==> src/rtl/controlador_entrada_switch_pkg.sv <==
// controlador_entrada_switch_pkg: shared types, widths and sign extension for the IN path
package controlador_entrada_switch_pkg;
  localparam int LARGURA_DADO = 32;
  localparam int LARGURA_SWITCH = 9;
  typedef enum logic [1:0] {OCIOSO, ESPERA_LIVRE, ESPERA_PRESSIONA, ENTREGA} estado_t;
  function automatic logic [LARGURA_DADO-1:0] estendeSinal(input logic [LARGURA_SWITCH-1:0] valor);
    return {{(LARGURA_DADO-LARGURA_SWITCH){valor[LARGURA_SWITCH-1]}}, valor};
  endfunction
endpackage

==> src/rtl/controlador_entrada_switch_if.sv <==
// controlador_entrada_switch_if: request/data bundle between the control unit and the input stage
interface controlador_entrada_switch_if;
  import controlador_entrada_switch_pkg::*;
  logic [LARGURA_SWITCH-1:0] entradaSwitch;
  logic pedidoEntrada;
  logic aguardando;
  logic [LARGURA_DADO-1:0] dado;
  logic dadoValido;
  logic [7:0] contagemEntradas;
  modport slave(input entradaSwitch, pedidoEntrada, output aguardando, dado, dadoValido, contagemEntradas);
  modport master(output entradaSwitch, pedidoEntrada, input aguardando, dado, dadoValido, contagemEntradas);
endinterface

==> src/rtl/controlador_entrada_switch_filtro_debounce.sv <==
// filtro_debounce: synchronises the raw button, normalises it to 1 = pressed and filters bounce
module filtro_debounce #(
  parameter int DEBOUNCE_CICLOS = 50000,
  parameter int ENTER_ATIVO_BAIXO = 1
) (
  input  logic clock,
  input  logic reset,
  input  logic enter,
  output logic nivel,
  output logic evPressiona
);
  localparam int LARGURA_CONTADOR = $clog2(DEBOUNCE_CICLOS) + 1;
  localparam logic SOLTO = (ENTER_ATIVO_BAIXO != 0);
  localparam logic [LARGURA_CONTADOR-1:0] LIMITE = LARGURA_CONTADOR'(DEBOUNCE_CICLOS - 1);
  logic [1:0] sincronizador;
  logic [LARGURA_CONTADOR-1:0] contador;
  logic pressionadoSinc;
  assign pressionadoSinc = sincronizador[1] ^ SOLTO;
  // two-flop synchroniser, then a run of DEBOUNCE_CICLOS differing samples flips the accepted level
  always_ff @(posedge clock or negedge reset) begin
    if (!reset) begin
      sincronizador <= {2{SOLTO}};
      contador <= '0;
      nivel <= 1'b0;
      evPressiona <= 1'b0;
    end else begin
      sincronizador <= {sincronizador[0], enter};
      evPressiona <= 1'b0;
      if (pressionadoSinc == nivel) contador <= '0;
      else if (contador == LIMITE) begin
        nivel <= ~nivel;
        contador <= '0;
        evPressiona <= ~nivel;
      end else contador <= contador + 1'b1;
    end
  end
endmodule

==> src/rtl/controlador_entrada_switch.sv <==
// controlador_entrada_switch: stalls the CPU on an IN request until one clean press, then delivers the switches
module controlador_entrada_switch
  import controlador_entrada_switch_pkg::*;
#(
  parameter int DEBOUNCE_CICLOS = 50000,
  parameter int ENTER_ATIVO_BAIXO = 1
) (
  input logic clock,
  input logic reset,
  input logic enter,
  controlador_entrada_switch_if.slave barramento
);
  estado_t estado, proxEstado;
  logic nivel, evPressiona, aguardandoReg, dadoValidoReg, captura;
  logic [LARGURA_DADO-1:0] dadoReg;
  logic [7:0] contagemReg;
  filtro_debounce #(.DEBOUNCE_CICLOS(DEBOUNCE_CICLOS), .ENTER_ATIVO_BAIXO(ENTER_ATIVO_BAIXO)) uFiltro (
    .clock(clock),
    .reset(reset),
    .enter(enter),
    .nivel(nivel),
    .evPressiona(evPressiona)
  );
  assign captura = estado == ESPERA_PRESSIONA && barramento.pedidoEntrada && evPressiona;
  assign barramento.aguardando = aguardandoReg;
  assign barramento.dadoValido = dadoValidoReg;
  assign barramento.dado = dadoReg;
  assign barramento.contagemEntradas = contagemReg;
  // next state; a dropped request aborts any wait, and a button still held from a previous IN must be released first
  always_comb begin
    proxEstado = OCIOSO;
    case (estado)
      OCIOSO: proxEstado = !barramento.pedidoEntrada ? OCIOSO : nivel ? ESPERA_LIVRE : ESPERA_PRESSIONA;
      ESPERA_LIVRE: proxEstado = !barramento.pedidoEntrada ? OCIOSO : nivel ? ESPERA_LIVRE : ESPERA_PRESSIONA;
      ESPERA_PRESSIONA: proxEstado = !barramento.pedidoEntrada ? OCIOSO : evPressiona ? ENTREGA : ESPERA_PRESSIONA;
      ENTREGA: proxEstado = OCIOSO;
    endcase
  end
  // state plus registered Moore outputs, and the capture of the sign-extended switches
  always_ff @(posedge clock or negedge reset) begin
    if (!reset) begin
      estado <= OCIOSO;
      aguardandoReg <= 1'b0;
      dadoValidoReg <= 1'b0;
      dadoReg <= '0;
      contagemReg <= '0;
    end else begin
      estado <= proxEstado;
      aguardandoReg <= proxEstado == ESPERA_LIVRE || proxEstado == ESPERA_PRESSIONA;
      dadoValidoReg <= proxEstado == ENTREGA;
      if (captura) begin
        dadoReg <= estendeSinal(barramento.entradaSwitch);
        contagemReg <= contagemReg + 1'b1;
      end
    end
  end
endmodule

==> src/flat_wrapper.sv <==
// flat-port wrapper written by rule: the top's interface ports become plain ports
module controlador_entrada_switch_flat import controlador_entrada_switch_pkg::*;
#(
  parameter int DEBOUNCE_CICLOS = 50000,
  parameter int ENTER_ATIVO_BAIXO = 1
)
  (clock, reset, enter, barramento_entradaSwitch, barramento_pedidoEntrada, barramento_aguardando, barramento_dado, barramento_dadoValido, barramento_contagemEntradas);
  controlador_entrada_switch_if barramento_i ();
  input logic clock;
  input logic reset;
  input logic enter;
  input wire logic [$bits(barramento_i.entradaSwitch)-1:0] barramento_entradaSwitch;
  input wire logic [$bits(barramento_i.pedidoEntrada)-1:0] barramento_pedidoEntrada;
  output wire logic [$bits(barramento_i.aguardando)-1:0] barramento_aguardando;
  output wire logic [$bits(barramento_i.dado)-1:0] barramento_dado;
  output wire logic [$bits(barramento_i.dadoValido)-1:0] barramento_dadoValido;
  output wire logic [$bits(barramento_i.contagemEntradas)-1:0] barramento_contagemEntradas;
  assign barramento_i.entradaSwitch = barramento_entradaSwitch;
  assign barramento_i.pedidoEntrada = barramento_pedidoEntrada;
  assign barramento_aguardando = barramento_i.aguardando;
  assign barramento_dado = barramento_i.dado;
  assign barramento_dadoValido = barramento_i.dadoValido;
  assign barramento_contagemEntradas = barramento_i.contagemEntradas;
  controlador_entrada_switch #(.DEBOUNCE_CICLOS(DEBOUNCE_CICLOS), .ENTER_ATIVO_BAIXO(ENTER_ATIVO_BAIXO)) u_core (.clock(clock), .reset(reset), .enter(enter), .barramento(barramento_i));
endmodule
==> config.mk <==
export PLATFORM = sky130hd
export DESIGN_NAME = controlador_entrada_switch_flat
export DESIGN_NICKNAME = d
export VERILOG_FILES = /design/src/rtl/controlador_entrada_switch_pkg.sv /design/src/rtl/controlador_entrada_switch_if.sv /design/src/rtl/controlador_entrada_switch_filtro_debounce.sv /design/src/rtl/controlador_entrada_switch.sv /design/src/flat_wrapper.sv
export SDC_FILE = /design/constraint.sdc
export NUM_CORES = 1
export LEC_CHECK = 0
export BUFFER_PORTS_ARGS = -buffer_cell sky130_fd_sc_hd__buf_2
export CAP_MARGIN = 20
export CORE_ASPECT_RATIO = 0.5
export CORE_MARGIN = 8
export CORE_UTILIZATION = 45
export CTS_CLUSTER_SIZE = 40
export DETAILED_ROUTE_END_ITERATION = 6
export MAX_ROUTING_LAYER = met4
export PLACE_DENSITY = 0.7
export SLEW_MARGIN = 20
export SYNTH_ARGS = -nofsm -noshare
export SYNTH_HDL_FRONTEND = slang
export SYNTH_SLANG_ARGS = --single-unit
export TNS_END_PERCENT = 10
==> constraint.sdc <==
create_clock -name clock -period 2.5 [get_ports clock]
set_input_delay 0.125 -clock clock [delete_from_list [all_inputs] [get_ports clock]]
set_output_delay 0.125 -clock clock [all_outputs]
set_load 0.1 [all_outputs]
---- Word level (Yosys, flattened, before mapping) ----
Index checks and enable logic that the tools add are counted.
storage, ports and cells
  logic and storage cells ................. 37
  input port bits ......................... 13
  output and inout port bits .............. 42
  register bits after elaboration ......... 42
cells by class
  bitwise gates (word level) .............. 3
  equal/unequal tests ..................... 8
  add/subtract/negate cells ............... 2
  mux-type cells .......................... 9
  reduce and logical (&&, ||, !) cells .... 6
operators with widths
  cell                   count
  $mux 17                2
  $add 17x1->17 const B  1
  $eq 17x16->1 const B   1
  $add 8x1->8 const B    1
  $eq 2x2->1 const B     4
  $mux 2                 3
  $pmux 2 s3             1
  $eq 2x1->1 const B     2
  $mux 1                 3
  $not 1->1              3
  $logic_and 1x1->1      2
  $logic_not 2->1        1
  $reduce_and 2->1       1
  $reduce_or 2->1        1
  $eq 1x1->1             1
  $logic_or 1x1->1       1

---- Longest topological paths before layout ----
  depth in word-level cells ............... 5
  gate-level depth with buffers ........... 6

---- Modules after synthesis ----
From an unflattened synthesis, not the netlist that was laid out.
second synthesis, totals
  cell total of the unflattened synthesis .. 175
  area total of the unflattened synthesis .. 2031.9 um2
modules (own cells, without submodules)
  module                      sequential area each (um2)  instances  cells each  area an instance (um2)
  controlador_entrada_switch  525.5                       1          81          1026.0
  filtro_debounce             528.0                       1          94          1006.0

---- Worst setup path before layout ----
No wires, ideal clock.
  kind .................................... reg-to-output
  from .................................... reg u_core.barramento.dado[8] (netlist name)
  to ...................................... out barramento_dado[10]
  stages on the path, launching flop included .. 2
  setup slack ............................. 670 ps
  data arrival time ....................... 1705 ps
  data required time ...................... 2375 ps
  path buffers ............................ 1
  cell sequence ........................... dfrtp_1 > buf_4
RTL lines
  element    line                text
  to (decl)  flat_wrapper.sv:15  output wire logic [$bits(barramento_i.dado)-1:0] barramento_dado;
No word-level cell between the ends.

---- Final worst setup path ----
  from .................................... reg u_core.uFiltro.contador[0]
  to ...................................... reg u_core.uFiltro.contador[2]
on the way
  cells in the longest elaborated chain, start to end .. 3
ends and longest elaborated chain
  element                                        line                                                                                                text
  from (decl)                                    controlador_entrada_switch_filtro_debounce.sv:16                                                    logic [LARGURA_CONTADOR-1:0] contador;
  from (signal assigned)                         controlador_entrada_switch_filtro_debounce.sv:34                                                    end else contador <= contador + 1'b1;
  $add 17x1->17 or $eq 17x16->1 (tied branches)  controlador_entrada_switch_filtro_debounce.sv:34, controlador_entrada_switch_filtro_debounce.sv:30
  $mux 17 *                                      controlador_entrada_switch_filtro_debounce.sv:30                                                    else if (contador == LIMITE) begin
  $mux 17 *                                      controlador_entrada_switch_filtro_debounce.sv:29                                                    if (pressionadoSinc == nivel) contador <= '0;
Every way passes the cells marked *; elsewhere a longest branch is shown, timed or not.
A chain may end at the register's enable or synchronous reset.

==> out/metrics.cfg <==
[yosys]
syn-num-nets=213
synth_area_leaders=dfrtp_1 (50%), buf_4 (9.0%), xnor2_1 (7.9%), nand2_1 (6.9%), nor2_1 (3.6%)
synthArstFlopShare_pct=100.0
ys_top_cells_by_count=dfrtp_1 (40), nand2_1 (37), buf_4 (24)
synth_seq_area_share_pct=52.53
ys_warn_count=0
synthFlopType=dfrtp_1
postSynthCellCount=197
synth.distinct_cells=25
syn_area_per_cell_um2=10.18
yosysTopAreaCell=dfrtp_1
yosys.area.top_type_share_pct=49.91
synth_most_common_cell=dfrtp_1
syn-cell-area_um2=2006
synth_edf_count=0
ys_ff_latch=42

[floorplanning]
dieWidth_um=110.4
die_y_um=63.21
io_pins=55
die-area_um2=6979
coreArea_um2=4339
start_util_pct=46.22
num_rows=17

[timing]
maxSlewHeadroom_pct=41.41
finalSetupTns_ns=0
rsz0062_at_grt=no
finalSetupViolCount=0
max_freq_mhz=516.6
period_minus_slack_ns=1.936
skew_ns=0.009112
final.period_utilization_pct=77.43
hold_viol_final=0
worst_pin_slew_ns=0.8788
holdWs_ns=0.01486
slew_violations=0

[clock_network]
insertion_delay_ns=0.29
cts_tree=done
path_clk_slew_ns=0.08
cts_buffer_depth=2
ctsResizeCount=0
cts_root_buf=clkbuf_8
cts_sinks=42
cts-htree-levels=2
cts-buffers-inserted=5

[global_route]
antenna_found_initial=0
gr-usage-all-layers_pct=11.53
overflow=0
grt_max_degree=43
grt_first_pass_wirelength_mm=6.589
grt_pass1_vias=1426

[setup_path]
path_class=reg2reg
cp_data_arrival_time_ns=2.11
cp_data_required_time_ns=2.68
crit_path_end_kind=flip-flop
start_kind=flip-flop
path_max_fanout=11

[run]
cap_violations=0

[run_status]
status=finished clean

[detailed_routing]
first_iter_violations=45
vias=1425
vias_per_cell=4.847
ant_nets=0
drc=0
routedWlPerCell_um=13.14
wl_mm=3.862
drtPass1Iterations=4

[final_layout]
area_growth_syn_to_layout_pct=14.66
n_antenna_cell=0
final_cell_area_um2=2300
drive_above_1_share_pct=30.38
final_nets=252
utilization_pct=53.00

[place]
dp_hpwl_mm=2.879
globalplace.congestion=0.8815
port_buffers=54
placed_cell_area_um2=2167

[pwr]
ir_worst_vdd_mv=0.2599
p_leak_nw=1.154
p_per_area_nw_per_um2=664.1

[min_path]
hp-class=in2reg

==> placed cells by master (no fill, tap or decap), drive strengths merged <==
master and count:
nor3 5, o21ai 2, bufinv 1, clkinv 1
xor2 4, or4 2, and3 4, nor4 5
dlygate4sd3 2, or3 1, xnor2 18, clkbuf 5
nand3 8, dfrtp 40, mux2i 1, a21oi 1
inv 5, nand4 10, nand2 37, nor2 19
ha 3, dfstp 2, nand4b 1, o41ai 1
nand2b 1, buf 58
==> layout make-up <==
cell class / instances / area (µm²)
clock buffer: 5 / 68.82
timing repair buffer: 60 / 320.3
tap: 57 / 71.32
fill: 394 / 2039
multi-input combinational: 123 / 726.9
sequential: 42 / 1054
inverter: 4 / 15.01
clock inverter: 3 / 43.79
==> timing repair <==
action | CTS | global route
hold buffers | 2 | 0
setup buffers | 0 | 0
endpoints found under the hold margin | 41 | 0
==> state kept, by name, summed over array words and instances, names as in the netlist <==
signal                              cells
u_core.barramento.aguardando            1
u_core.barramento.contagemEntradas      8
u_core.barramento.dado                  9
u_core.barramento.dadoValido            1
u_core.estado                           2
u_core.uFiltro.contador                17
u_core.uFiltro.evPressiona              1
u_core.uFiltro.nivel                    1
u_core.uFiltro.sincronizador            2
==> stage by stage <==
step / setup WS (ns) / std cells / power [mW]
after floorplan: 0.6702 / 197 / 0.9744
after global placement: 0.6586 / 284 / 1.001
after detailed placement: 0.5638 / 284 / 1.003
after CTS: 0.5432 / 294 / 1.546
after global routing: 0.4348 / 294 / 1.582
final: 0.5642 / 294 / 1.527
==> cell families (layout without fill, tap and decap cells) <==
family                     Yosys count  after routing  synth area share (%)
DFF                                 42             42                 52.53
and+or+nand+nor                     93             93                 22.15
AOI/OAI and AO/OA                    4              4                 2.121
muxes                                1              1                0.4991
buffers and inverters               32             72                 11.23
xor gates and xnor gates            22             22                 9.607
adders and majority gates            3              3                 1.872
==> critical path: stages (launching register included) <==
cell and delay, ns:
dfrtp_1 0.39, ha_1 0.23, and3_1 0.23, nand4_1 0.19
o41ai_4 0.47, buf_4 0.25, nor2_1 0.07
==> worst paths after layout <==
kind / startpoint / endpoint / slack [ns] / cells after the start
min reg2reg: u_core.uFiltro.sincronizador[0] / u_core.uFiltro.sincronizador[1] / 0.36 / 0
min: barramento_entradaSwitch[3] / u_core.barramento.dado[3] / 0.01 / 3
max reg2reg: u_core.uFiltro.contador[0] / u_core.uFiltro.contador[2] / 0.56 / 6
max: u_core.uFiltro.contador[0] / u_core.uFiltro.contador[2] / 0.56 / 6
max in group asynchronous: reset / u_core.barramento.dado[6] / 1.47 / 2
min in group asynchronous: reset / u_core.uFiltro.contador[9] / 0.49 / 2
==> where the power goes <==
part | internal, mW | switching, mW | leakage, nW | total, mW
Combinational | 0.0367 | 0.244 | 0.533 | 0.281
Clock | 0.299 | 0.239 | 0.0585 | 0.539
Sequential | 0.695 | 0.0130 | 0.563 | 0.708
==> layer usage <==
layer	wire (µm)	GRT usage (%)	vias to the layer above
met4	55	5.342	0
met1	1694	12.73	673
met2	1810	18.02	40
met5	0	-	-
met3	301	4.721	5
li1	-	-	707
(Power assumes the default switching activity.)
